[config.mk]
export PLATFORM = sky130hd
export DESIGN_NAME = servo_pwm_gen
export DESIGN_NICKNAME = d
export VERILOG_FILES = /design/src/rtl/servo_pwm_gen.sv
export SDC_FILE = /design/constraint.sdc
export NUM_CORES = 1
export LEC_CHECK = 0
export ABC_AREA = 1
export BUFFER_PORTS_ARGS = -buffer_cell sky130_fd_sc_hd__buf_2
export CORE_UTILIZATION = 32
export DETAILED_ROUTE_END_ITERATION = 10
export GPL_TIMING_DRIVEN = 0
export RECOVER_POWER = 50
export SETUP_SLACK_MARGIN = 0.4
export SLEW_MARGIN = 30
export SYNTH_ARGS = -nofsm -noshare
export SYNTH_HDL_FRONTEND = slang
export SYNTH_SLANG_ARGS = --single-unit
[constraint.sdc]
create_clock -name clk_in -period 2.2 [get_ports clk_in]
set_clock_uncertainty 0.1 [all_clocks]
set_input_delay 0.44 -clock clk_in [delete_from_list [all_inputs] [get_ports clk_in]]
set_output_delay 0.44 -clock clk_in [all_outputs]
set_load 0.01 [all_outputs]
[src/rtl/servo_pwm_gen.sv]
// RC servo / ESC pulse generator on a 1 us timebase.
// Commands are shadowed and applied at frame boundaries.
module servo_pwm_gen #(
  parameter int FRAME_US   = 20000,
  parameter int MIN_US     = 1000,
  parameter int MAX_US     = 2000,
  parameter int NEUTRAL_US = 1500,
  parameter int CNT_W      = 16
) (
  input  logic             clk_in,
  input  logic             reset,
  input  logic             tick_in,
  input  logic             enable,
  input  logic             cmd_valid,
  input  logic [CNT_W-1:0] cmd_pulse_us,
  output logic             cmd_ready,
  output logic             cmd_clamped,
  output logic             frame_start,
  output logic             pwm_out
);

  typedef enum logic [1:0] {
    IDLE,
    HIGH,
    LOW
  } state_t;

  localparam logic [CNT_W-1:0] MIN_V  = CNT_W'(MIN_US);
  localparam logic [CNT_W-1:0] MAX_V  = CNT_W'(MAX_US);
  localparam logic [CNT_W-1:0] NEU_V  = CNT_W'(NEUTRAL_US);
  localparam logic [CNT_W-1:0] LAST_V = CNT_W'(FRAME_US - 1);
  localparam logic [CNT_W-1:0] ONE_V  = CNT_W'(1);

  state_t           state_q;
  logic [2:0]       sync_q;
  logic [CNT_W-1:0] cnt_q;
  logic [CNT_W-1:0] shadow_q;
  logic [CNT_W-1:0] active_q;
  logic             pending_q;
  logic             pwm_q;
  logic             fs_q;
  logic             clamped_q;

  logic             tick;
  logic             accept;
  logic             load;
  logic [CNT_W-1:0] shadow_d;
  logic             oor_d;

  assign tick        = sync_q[1] & ~sync_q[2];
  assign cmd_ready   = ~pending_q;
  assign accept      = cmd_valid & ~pending_q;
  assign pwm_out     = pwm_q;
  assign frame_start = fs_q;
  assign cmd_clamped = clamped_q;

  // A frame begins on a tick from IDLE or after the last LOW tick.
  assign load = enable & tick &
                ((state_q == IDLE) |
                 ((state_q == LOW) & (cnt_q == LAST_V)));

  // Clamp the incoming command into the legal pulse range.
  always_comb begin
    shadow_d = cmd_pulse_us;
    oor_d    = 1'b0;
    if (cmd_pulse_us < MIN_V) begin
      shadow_d = MIN_V;
      oor_d    = 1'b1;
    end else if (cmd_pulse_us > MAX_V) begin
      shadow_d = MAX_V;
      oor_d    = 1'b1;
    end
  end

  // Bring the divided clock in as data and keep one edge stage.
  always_ff @(posedge clk_in or posedge reset) begin
    if (reset) begin
      sync_q <= '0;
    end else begin
      sync_q <= {sync_q[1:0], tick_in};
    end
  end

  // Frame FSM, command shadow and registered outputs.
  always_ff @(posedge clk_in or posedge reset) begin
    if (reset) begin
      state_q   <= IDLE;
      cnt_q     <= '0;
      shadow_q  <= NEU_V;
      active_q  <= NEU_V;
      pending_q <= 1'b0;
      pwm_q     <= 1'b0;
      fs_q      <= 1'b0;
      clamped_q <= 1'b0;
    end else begin
      fs_q      <= 1'b0;
      clamped_q <= 1'b0;
      if (!enable) begin
        state_q <= IDLE;
        pwm_q   <= 1'b0;
        cnt_q   <= '0;
      end else if (load) begin
        state_q   <= HIGH;
        active_q  <= shadow_q;
        pending_q <= 1'b0;
        pwm_q     <= 1'b1;
        fs_q      <= 1'b1;
        cnt_q     <= ONE_V;
      end else if (tick) begin
        unique case (state_q)
          HIGH: begin
            if (cnt_q == active_q) begin
              state_q <= LOW;
              pwm_q   <= 1'b0;
            end else begin
              cnt_q <= cnt_q + ONE_V;
            end
          end
          LOW: begin
            cnt_q <= cnt_q + ONE_V;
          end
          default: begin
            state_q <= IDLE;
          end
        endcase
      end
      if (accept) begin
        shadow_q  <= shadow_d;
        pending_q <= 1'b1;
        clamped_q <= oor_d;
      end
    end
  end

endmodule

Word-level counts from Yosys, hierarchy flattened
Index checks and enable logic that the tools add are counted.
Cells by class
  equal/unequal tests: 11
  bitwise operators: 8
  reductions and logical operators: 8
  order comparisons: 2
  multiplexer cells: 25
  add/sub/neg operators: 1
Operators by type and width (number)
  16-bit 2-to-1 mux: 6
  16-bit case mux with 2 select lines: 1
  16-bit by 1-bit adder with 16-bit output, second input constant: 1
  16-bit by 15-bit == test with 1-bit output, second input constant: 1
  16-bit == test: 1
  16-bit by 11-bit greater-than comparator with 1-bit output, second input constant: 1
  16-bit by 10-bit < comparator with 1-bit output, second input constant: 1
  1-bit 2-to-1 mux: 13
  3-bit by 1-bit != test with 1-bit output, second input constant: 3
  3-bit AND reduction: 3
  2-bit 2-to-1 mux: 4
  4-bit != test, second input constant: 2
  1-bit AND: 5
  4-bit by 1-bit != test with 1-bit output, second input constant: 1
  2-bit case mux with 2 select lines: 1
  2-bit AND reduction: 2
  2-bit nonzero test: 2
  3-bit != test, second input constant: 1
  2-bit by 1-bit == test with 1-bit output, second input constant: 1
  2-bit == test, second input constant: 1
  2-bit zero test: 1
  1-bit NOT: 2
  1-bit OR: 1
Storage, ports and cells
  output and inout bits: 4
  register bits: 57
  word-level logic and storage cells: 64

Logic depth before layout (Yosys ltp)
Gate-level depths: netlist of the first run.
  depth in word-level cells: 7
  depth in mapped cells: 14
  gate-level depth less buffers: 13

Least setup slack after synthesis of the first run
OpenSTA, ideal clock, no wires.
  path type: register to register
  from: register cnt_q[0]
  to: register cnt_q[11]
  arrival time: 1564 ps
  stages on the path, launching flop included: 14
  path buffers: 1
  setup slack: 420 ps
  period minus slack after synthesis: 1780 ps
  data required time: 1983 ps
  cell sequence: dfrtp_1 > ha_1 > nand3_2 > nor2_2 > nand3_1 > nand2_1 > nand2_2 > nand2_4 > inv_2 > nand2_8 > nand2_4 > buf_6 > nand2_1 > nand2_1
On the way
  longest elaborated chain between the ends: 6
  elaborated cells between the ends (all ways): 15
  classes of those cells: 1 x add/sub; 5 x eq/ne; 5 x mux; 3 x bitwise; 1 x reduce/logical
Ends and longest elaborated chain
  start: declaration: line 36  | logic [CNT_W-1:0] cnt_q;
  start signal: assignment: line 116  | cnt_q <= cnt_q + ONE_V;
  start signal: assignment: line 120  | cnt_q <= cnt_q + ONE_V;
  16-bit by 1-bit adder with 16-bit output / 16-bit by 15-bit == test with 1-bit output (equally long branches): line 116, 120, 60
  16-bit 2-to-1 mux / 1-bit AND (equally long branches): line 112, 60
  16-bit case mux with 2 select lines / 1-bit OR (equally long branches): line 110, 59
  16-bit 2-to-1 mux / 1-bit AND (equally long branches): line 109, 58
  16-bit 2-to-1 mux (tied with other cells): line 102  | end else if (load) begin
  16-bit 2-to-1 mux / 3-bit AND reduction (equally long branches)
Several ways; a longest one is shown, not always the timed one. The select of a mux whose other input is x is not followed.
A chain may end at the register's enable or synchronous reset.

Worst setup path after layout of the first run
  from: register state_q[0]
  to: register cnt_q[7]
On the way
  longest elaborated chain between the ends: 6
  elaborated cells between the ends (all ways): 14
  classes of those cells: 5 x eq/ne; 4 x mux; 3 x bitwise; 2 x reduce/logical
Ends and longest elaborated chain
  start: declaration: line 34  | state_t state_q;
  start signal: assignment: line 87  | state_q <= IDLE;
  start signal: assignment: line 99  | state_q <= IDLE;
  start signal: assignment: line 103  | state_q <= HIGH;
  2-bit == test: line 60, 110
  1-bit AND: line 60  | ((state_q == LOW) & (cnt_q == LAST_V)));
  1-bit OR: line 59  | ((state_q == IDLE) |
  1-bit AND: line 58  | assign load = enable & tick &
  4-bit != test (no source line) (tied with other cells)
  3-bit AND reduction (no source line) / 16-bit 2-to-1 mux (equally long branches)
Several ways; a longest one is shown, not always the timed one. The select of a mux whose other input is x is not followed.

==> summary.md, run 1 <==
| Metric | Value |
|---|---|
| CTS tree | done |
| Clk sink count | 57 |
| Worst Path Required | 2.31 ns |
| Crit path top cell by count | nand2_4 |
| Cells along the critical path | inv_2 > ha_4 > nand3_2 > nor2_2 > nand3_2 > nand2_2 > nand2_4 > nand2_4 > inv_4 > nand2_8 > nand2_8 > buf_8 > nand2_4 > nand2_2 |
| P_leak | 1.91 nW |
| Final worst-path cycle share | 83.9% |
| Mapped Cells | 421 |
| Port Buffers | 24 |
| Post-Route Utilization | 42.8% |
| Critical Path End Type | register |
| Max FO, Critical Path | 5 |
| Area growth from synthesis to layout | 29.2% |
| H-tree levels | 3 |
| Clk slew on worst S/H paths | 0.06 ns |
| Layout fillers | 953 |
| Vias in the first global route | 2518 |
| CTS buffer count | 9 |
| Slew Limit Fails | 0 |
| DP Worst Slack | 0.0313 ns |
| Root buf cell | clkbuf_8 |
| Setup crit end | cnt_q[7] |
| Clock buffer depth | 2 |
| Syn_area_per_cell | 7.28 um^2 |
| Residual DRC | 0 |
| Yosys top cell area share | 35.1% |
| R2R cell count | 14 |
| Number of synthesized register bits | 57 |
| Inserted Diodes | 0 |
| Crit path launch | state_q[0] |
| Relative slew slack | 12.4% |
| CP max-delay cell | dfrtp_1 |
| Commonest non-fill, non-tap cells in the layout | nand2_1 (130), inv_1 (47), nor2_1 (42) |
| R2r setup slk | 0.35 ns |
| Final Hold Slack | 0.113 ns |
| Post-Syn Area | 3060 um^2 |
| Die W | 99.8 um |
| Power Dens Cells | 782 nW/um^2 |
| First-pass DRT Iterations | 5 |
| Final hold vios | 0 |
| Core area | 9240 um^2 |
| RSZ-0062 raised after global routing | true |
| Max Clk Rate | 542 MHz |
| Worst skew pair latency | 0.33 ns |
| Final worst slack | 0.354 ns |
| Cell Rows | 35 |
| Arr. time, crit path | 1.96 ns |
| Area of the multi-input gates | 1510 um^2 |
| WS Path Type | register to register |
| Synth area leader | dfrtp_1 |
| Slew @ Worst Pin | 1.31 ns |
| Ys Warns | 0 |
| Max-cap viol count | 0 |
| R2r endpoint | cnt_q[7] |
| Syn_nets | 447 |
| Setup TNS | 0 ns |
| Worst VDD drop | 0.000463 V |
| Initial antenna violation count | 0 |
| RR Startpoint | state_q[0] |
| First-pass GRT wire length | 12.0 mm |
| Hold-fix buffers, CTS | 0 |
| Sequential Area | 1450 um^2 |
| # IOs | 25 |
| Largest net degree at the start of global routing | 31 |
| Total gr overflow | 0 |
| RD Place Congestion | 0.871 |
| Net count, final | 506 |
| Commonest non-fill, non-tap cell in the layout | nand2_1 |
| Detail Route Antenna Nets | 0 |
| Initial Util | 33.1% |
| Total power | 3.09 mW |
| Hold path start | tick_in |
| DR vias/cell | 4.39 |
| Avg WL per Cell | 11.8 um |
| Die area | 9970 um^2 |
| Via count | 2694 |
| Crit-path max cell delay | 0.40 ns |
| Yosys cell types | 29 |
| Setup crit start kind | register |
| Final wirelength | 7.24 mm |
| GRT Util Overall | 15.5% |
| Synth top area cells | dfrtp_1 (35%), nand2_1 (19%), dfstp_2 (12%), inv_1 (6.6%), nor2_1 (5.8%) |
| Layout cell share with drive strength beyond 1 | 29.8% |
| Post-synthesis sequential area ratio | 47.1% |
| DP Wirelength | 4.89 mm |
| Final Setup Violations | 0 |
| HP Class | input pin to register |
| Die H | 99.8 um |
| Initial drt markers | 125 |
| Fin crit period | 1.85 ns |
| Status | completed |
## worst max-delay path, delay by kind of cell, from the launching register on
kind / cells / cell delay (ns)
AND/OR/NAND/NOR: 10 / 0.79
flip-flops: 1 / 0.40
buffers and inverters: 3 / 0.30
adder cells (fa/ha/maj): 1 / 0.14
## final cells by class
| type | count | share of cell area, % |
|---|---|---|
| flip-flops and latches | 57 | 36.7 |
| inverters | 60 | 5.79 |
| plain buffers | 9 | 1.96 |
| clock buffers | 12 | 3.92 |
| well taps | 129 | 4.08 |
| clock inverters | 3 | 0.443 |
| multi-input cells | 295 | 38.2 |
| repair buffers | 48 | 8.92 |
## worst min path at each step
stage           endpoint  slack, ns  depth (start not counted)
3_5_place_dp   sync_q[1]       0.24                          0
6_report       sync_q[0]       0.11                          1
5_1_grt        sync_q[0]       0.09                          1
4_1_cts         cnt_q[1]        0.1                          2
2_1_floorplan  sync_q[1]       0.23                          0
3_3_place_gp   sync_q[1]       0.23                          0
## cell families (layout without fill, tap and decap cells)
kind of cell | after synthesis | in the layout | synth area share [%]
xor+xnor | 10 | 10 | 2.86
flops | 57 | 57 | 47.1
buf+inv | 69 | 132 | 8.91
fa+ha+maj | 5 | 5 | 2.04
simple gates | 244 | 244 | 33.0
compound gates | 36 | 36 | 6.05
## synth_stat cells
cell and number:
o21bai_1 1, nor3b_1 1, ha_1 5, clkinv_1 2
buf_4 1, nand3_1 29, nand2_1 154, buf_6 1
buf_2 2, o21ai_1 3, nor2_1 47, nand2_8 1
o21ai_0 28, inv_1 54, xor2_1 9, nand3_2 1
nor2_2 1, dfstp_2 14, dfrtp_1 43, clkbuf_1 5
nand2_4 2, xnor2_1 1, nor3_1 4, nand4_1 1
o211ai_1 1, nor4_1 1, nand2_2 2, inv_2 4
a21oi_1 3
## stage by stage
stage / cells / instance area [um^2]
5_1_grt: 613 / 3960
3_5_place_dp: 575 / 3370
6_report: 613 / 3960
3_3_place_gp: 574 / 3350
2_1_floorplan: 421 / 3070
4_1_cts: 607 / 3830
## flip-flops by register name, indices dropped and copies added (netlist names)
name	count
cnt_q	16
frame_start	1
state_q	2
pwm_out	1
shadow_q	16
sync_q	3
active_q	16
pending_q	1
cmd_clamped	1
## power breakdown
| part | internal, mW | switching, mW |
|---|---|---|
| logic | 0.353 | 0.483 |
| registers | 1.29 | 0.104 |
| clock network | 0.460 | 0.404 |
| total | 2.10 | 0.991 |
## repair_timing
item / CTS / global route
buffers inserted: 16 / 6
gates cloned: 1 / 0
endpoints found under the setup margin: 37 / 36
gates resized for setup: 41 / 43
pin swaps: 15 / 19
## per-layer routing
metal | wire (um) | part of all wire (%) | GRT usage [%] | vias to the layer above
met5 | 0 | 0 | 0 | -
met4 | 87 | 1.2 | 6.33 | 0
met3 | 286 | 3.9 | 2.72 | 7
met2 | 3630 | 50 | 26.4 | 51
met1 | 3240 | 45 | 19.6 | 1231
li1 | - | - | - | 1405
Note: power is estimated with default switching activity, not from simulation.
==> run 2, diff against run 1 <==
==> constraint.sdc (replaced) <==
create_clock -name clk_in -period 1.6 [get_ports clk_in]
set_clock_uncertainty 0.1 [all_clocks]
set_input_delay 0.32 -clock clk_in [delete_from_list [all_inputs] [get_ports clk_in]]
set_output_delay 0.32 -clock clk_in [all_outputs]
set_load 0.01 [all_outputs]
==> run 2 against run 1 <==
  * The run now ends with setup timing left
  * Sequential power grew 41%
  * Die area unchanged
  * Core utilization grew 5.0 points
  * First-iteration DRC count grew 37%
  * Cell count increased by 2.4%
  * Highest routed layer unchanged
==> summary.md, run 2 (synthesized netlist as in run 1, its figures left out) <==
| Metric | Value |
|---|---|
| Worst Path Required | 1.72 ns |
| Via count | 2915 |
| First-pass DRT Iterations | 4 |
| Max FO, Critical Path | 5 |
| Crit-path max cell delay | 0.40 ns |
| Status | finished, violations left |
| Post-Route Utilization | 47.8% |
| Detail Route Antenna Nets | 0 |
| CTS buffer count | 9 |
| Max Clk Rate | 526 MHz |
| Slew Limit Fails | 0 |
| Clk sink count | 57 |
| Avg WL per Cell | 12.8 um |
| Net count, final | 520 |
| Arr. time, crit path | 2.02 ns |
| CTS tree | done |
| RD Place Congestion | 0.849 |
| Final worst slack | -0.301 ns |
| Largest regs | active_q (16), cnt_q (16), shadow_q (16) |
| Residual DRC | 0 |
| Inserted Diodes | 0 |
| Buffers & Inverters on Critical Path | 3 |
| First-pass GRT wire length | 13.2 mm |
| Sequential Area | 1460 um^2 |
| # IOs | 25 |
| Layout fillers | 879 |
| Total power | 4.75 mW |
| Root buf cell | clkbuf_8 |
| Port Buffers | 24 |
| Setup TNS | -8.69 ns |
| Worst VDD drop | 0.000770 V |
| Largest net degree at the start of global routing | 30 |
| Area growth from synthesis to layout | 44.2% |
| Die H | 99.8 um |
| Final Instance Area | 4420 um^2 |
| CP max-delay cell | dfrtp_1 |
| Commonest non-fill, non-tap cells in the layout | nand2_1 (105), inv_1 (42), nor2_1 (39) |
| Die area | 9970 um^2 |
| HP Class | input pin to register |
| DP Area | 3420 um^2 |
| DR vias/cell | 4.64 |
| Fin crit period | 1.90 ns |
| Die W | 99.8 um |
| Final worst-path cycle share | 119% |
| Layout cell share with drive strength beyond 1 | 42.3% |
| Final std cells w/o fill | 628 |
| Final hold vios | 0 |
| Failing checks | setup timing |
| Slew @ Worst Pin | 0.686 ns |
| Clk slew on worst S/H paths | 0.07 ns |
| Critical Path End Type | register |
| Initial Util | 33.1% |
| Cells along the critical path | inv_2 > ha_4 > nand3_2 > nor2_2 > nand3_2 > nand2_2 > nand2_4 > nand2_4 > inv_6 > nand2_8 > nand2_8 > buf_8 > nand2_2 > nand2_1 |
| Core area | 9240 um^2 |
| Cells after DPL | 576 |
| Worst skew pair latency | 0.33 ns |
| GRT Util Overall | 17.3% |
| Commonest non-fill, non-tap cell in the layout | nand2_1 |
| H-tree levels | 3 |
| Power Dens Cells | 1070 nW/um^2 |
| Relative slew slack | 54.3% |
| Final Setup Violations | 37 |
| Max-cap viol count | 0 |
| Final wirelength | 8.04 mm |
| Initial antenna violation count | 0 |
| Area of the multi-input gates | 1740 um^2 |
| Vias in the first global route | 2838 |
| Clock buffer depth | 2 |
| DP Wirelength | 5.02 mm |
| Setup crit start kind | register |
| Total gr overflow | 0 |
| RSZ-0062 raised after global routing | true |
| Initial drt markers | 171 |
| Family with the most delay on the worst path | simple AND/OR/NAND/NOR gates |
| Cell Rows | 35 |
| WS Path Type | register to register |
| P_leak | 2.11 nW |
run 2: worst paths after layout:
path,depth (start not counted),startpoint,endpoint,slack (ns)
max reg2reg,14,state_q[0],cnt_q[6],-0.30
max in group asynchronous,4,reset,cnt_q[10],0.17
min,3,cmd_pulse_us[2],shadow_q[2],0.09
min in group asynchronous,3,reset,shadow_q[1],0.32
min reg2reg,0,sync_q[0],sync_q[1],0.25
max,14,state_q[0],cnt_q[6],-0.30
run 2: per-stage QoR:
stage	hold slack, ns	worst slack (ns)
3_5_place_dp	0.129	-0.535
6_report	0.0875	-0.301
4_1_cts	0.122	-0.227
5_1_grt	0.0758	-0.349
3_3_place_gp	0.237	-0.543
2_1_floorplan	0.231	-0.167
run 2: timing repair:
action	4_1_cts	5_1_grt
gates cloned	3	0
setup endpoints to repair	58	53
hold endpoints to repair	44	0
pin swaps	19	45
setup buffers	23	8
gates resized for setup	98	84
hold buffers	2	0
run 2: worst min-delay path: stages:
cell     delay (ns)
buf_6          0.10
nand2_1        0.05
o21ai_1        0.05
run 2: area by class of cell:
| cell class | count | share of cell area, % |
|---|---|---|
| timing repair buffer | 62 | 11.6 |
| buffer | 9 | 2.55 |
| inverter | 60 | 5.47 |
| clock buffer | 12 | 3.29 |
| sequential | 57 | 33.0 |
| tap | 129 | 3.65 |
| multi-input combinational | 295 | 39.5 |
| clock inverter | 4 | 1.02 |
run 2: routing by layer:
metal  share of wire, %  global-route usage [%]  vias to the layer above
met5                  0                       0                        -
li1                   -                       -                     1432
met3                4.6                    4.11                       28
met2                 52                    29.6                       84
met1                 41                    19.8                     1371
met4                3.0                    9.62                        0
run 2: report_power, final:
group | total [mW] | leakage [nW] | internal, mW | switching (mW)
clock | 1.33 | 0.100 | 0.755 | 0.577
sequential | 1.96 | 0.706 | 1.78 | 0.179
combinational | 1.46 | 1.31 | 0.668 | 0.791
total | 4.75 | 2.11 | 3.20 | 1.55
==> run 3, diff against run 2 <==
--- a/config.mk
+++ b/config.mk
@@ -7,11 +7,13 @@
 export LEC_CHECK = 0
 export ABC_AREA = 1
 export BUFFER_PORTS_ARGS = -buffer_cell sky130_fd_sc_hd__buf_2
+export CORE_ASPECT_RATIO = 1.4
 export CORE_UTILIZATION = 32
 export DETAILED_ROUTE_END_ITERATION = 10
 export GPL_TIMING_DRIVEN = 0
 export RECOVER_POWER = 50
 export SETUP_SLACK_MARGIN = 0.4
+export SKIP_LAST_GASP = 1
 export SLEW_MARGIN = 30
 export SYNTH_ARGS = -nofsm -noshare
 export SYNTH_HDL_FRONTEND = slang
==> constraint.sdc (replaced) <==
create_clock -name clk_in -period 1.9 [get_ports clk_in]
set_clock_uncertainty 0.1 [all_clocks]
set_input_delay 0.38 -clock clk_in [delete_from_list [all_inputs] [get_ports clk_in]]
set_output_delay 0.38 -clock clk_in [all_outputs]
set_load 0.01 [all_outputs]
==> run 3 against run 2 <==
  * The flow still finishes with violations (setup timing)
  * Non-clock buffer count shrank 7
  * Count of clock-buffer cells in the layout is the same
  * Flip-flop and latch count stayed put
  * Global-route usage is 0.17 points lower
  * Wire length is 5.4% lower
  * Hold slack worse by 0.032 ns
  * Maximum frequency fell by 0.33%
==> summary.md, run 3 (synthesized netlist as in run 1, its figures left out) <==
| Metric | Value |
|---|---|
| Vias in the first global route | 2881 |
| CTS tree | done |
| Initial Util | 33.5% |
| R2R cell count | 15 |
| Die H | 118 um |
| Worst skew pair latency | 0.33 ns |
| Avg WL per Cell | 12.7 um |
| Slew Limit Fails | 0 |
| Max FO, Critical Path | 5 |
| Clk sink count | 57 |
| Critical Path End Type | register |
| DP Worst Slack | -0.228 ns |
| Worst Path Required | 2.02 ns |
| Clk slew on worst S/H paths | 0.05 ns |
| CTS buffer count | 9 |
| Grt met3 use | 3.72% |
| Fin crit period | 1.91 ns |
| WS Path Type | register to register |
| Detail Route Antenna Nets | 0 |
| Crit path launch | state_q[0] |
| Total gr overflow | 0 |
| H-tree levels | 3 |
| P_leak | 2.02 nW |
| # IOs | 25 |
| Failing checks | setup timing |
| Die area | 9970 um^2 |
| R2r setup slk | -0.008 ns |
| Largest regs | active_q (16), cnt_q (16), shadow_q (16) |
| Max-cap viol count | 0 |
| Inserted Diodes | 0 |
| Largest net degree at the start of global routing | 25 |
| HP Class | input pin to register |
| Cells after DPL | 554 |
| First-pass GRT wire length | 13.1 mm |
| Total power | 4.02 mW |
| Via count | 2800 |
| Port Buffers | 24 |
| Status | finished, violations left |
| R2r endpoint | cnt_q[14] |
| Commonest non-fill, non-tap cells in the layout | nand2_1 (134), inv_1 (47), nor2_1 (40) |
| Final hold vios | 0 |
| Arr. time, crit path | 2.03 ns |
| DP Wirelength | 5.02 mm |
| Worst VDD drop | 0.000966 V |
| Root buf cell | clkbuf_16 |
| Max Clk Rate | 524 MHz |
| RSZ-0062 raised after global routing | true |
| Relative slew slack | 54.0% |
| Die W | 84.7 um |
| Clock buffer depth | 2 |
| Net count, final | 513 |
| Final wirelength | 7.61 mm |
| Setup crit end | cnt_q[14] |
| RD Place Congestion | 0.808 |
| Slew @ Worst Pin | 0.687 ns |
| Final worst slack | -0.00759 ns |
| Core area | 9130 um^2 |
| Final worst-path cycle share | 100% |
| GR peak layer | met2 |
| Setup crit start kind | register |
| Layout cell share with drive strength beyond 1 | 30.9% |
| Post-Route Utilization | 46.0% |
| Met2 GRT Util | 30.3% |
| GRT Util Overall | 17.1% |
| RR Startpoint | state_q[0] |
| Area growth from synthesis to layout | 37.1% |
| DR vias/cell | 4.67 |
| Final std cells w/o fill | 599 |
| Residual DRC | 0 |
| Power Dens Cells | 957 nW/um^2 |
| First-pass DRT Iterations | 4 |
| Commonest non-fill, non-tap cell in the layout | nand2_1 |
| Final Setup Violations | 6 |
| Cell Rows | 41 |
| Initial antenna violation count | 0 |
| Initial drt markers | 134 |
| Grt met1 use | 17.8% |
[run 3: worst min-delay path by stage]
stage | start | end | slack (ns) | depth (start not counted)
5_1_grt | tick_in | sync_q[0] | 0.04 | 1
2_1_floorplan | sync_q[0] | sync_q[1] | 0.23 | 0
6_report | tick_in | sync_q[0] | 0.06 | 1
3_5_place_dp | sync_q[0] | sync_q[1] | 0.25 | 0
4_1_cts | tick_in | sync_q[0] | 0.04 | 1
3_3_place_gp | sync_q[0] | sync_q[1] | 0.23 | 0
[run 3: critical path: stages, from the launching register on]
cell and delay (ns):
dfrtp_1 0.39, inv_2 0.08, ha_4 0.14, nand3_2 0.07, nor2_2 0.12, nand3_2 0.07
nand2_2 0.09, nand2_4 0.06, nand2_4 0.09, inv_4 0.05, nand2_8 0.09, nand2_8 0.06
buf_12 0.14, buf_16 0.13, nand2_2 0.05, nand2_1 0.04
[run 3: power breakdown]
part           switching, mW  internal, mW
clock network          0.532         0.870
registers              0.119          1.50
logic                  0.575         0.427
total                   1.23          2.79
[run 3: cell type report]
class / count / area, um^2
Inverter: 60 / 236
Clock buffer: 12 / 236
Multi-Input combinational cell: 295 / 1560
Fill cell: 893 / 4930
Tap cell: 107 / 134
Timing Repair Buffer: 55 / 464
Clock inverter: 4 / 20.0
Sequential cell: 57 / 1450
Buffer: 9 / 104
[run 3: repair_timing]
item | in CTS | in global routing
pin swaps | 14 | 10
hold buffers | 1 | 0
endpoints found under the hold margin | 6 | 0
setup endpoints to repair | 37 | 46
resized for setup | 59 | 44
buffers inserted | 21 | 3
gates cloned | 4 | 0
[run 3: per-stage QoR]
step | area [um^2] | setup TNS, ns | hold WS (ns)
after floorplan | 3080 | 0 | 0.231
after global placement | 3330 | -3.68 | 0.232
after detailed placement | 3380 | -3.83 | 0.245
after CTS | 4100 | 0 | 0.0419
after global routing | 4200 | -1.12 | 0.0426
final | 4200 | -0.0180 | 0.0556
[run 3: per-layer routing]
| metal | vias up | share of wire, % |
|---|---|---|
| li1 | 1429 | - |
| met2 | 76 | 53 |
| met5 | - | 0 |
| met1 | 1274 | 39 |
| met4 | 0 | 3.7 |
| met3 | 21 | 3.9 |
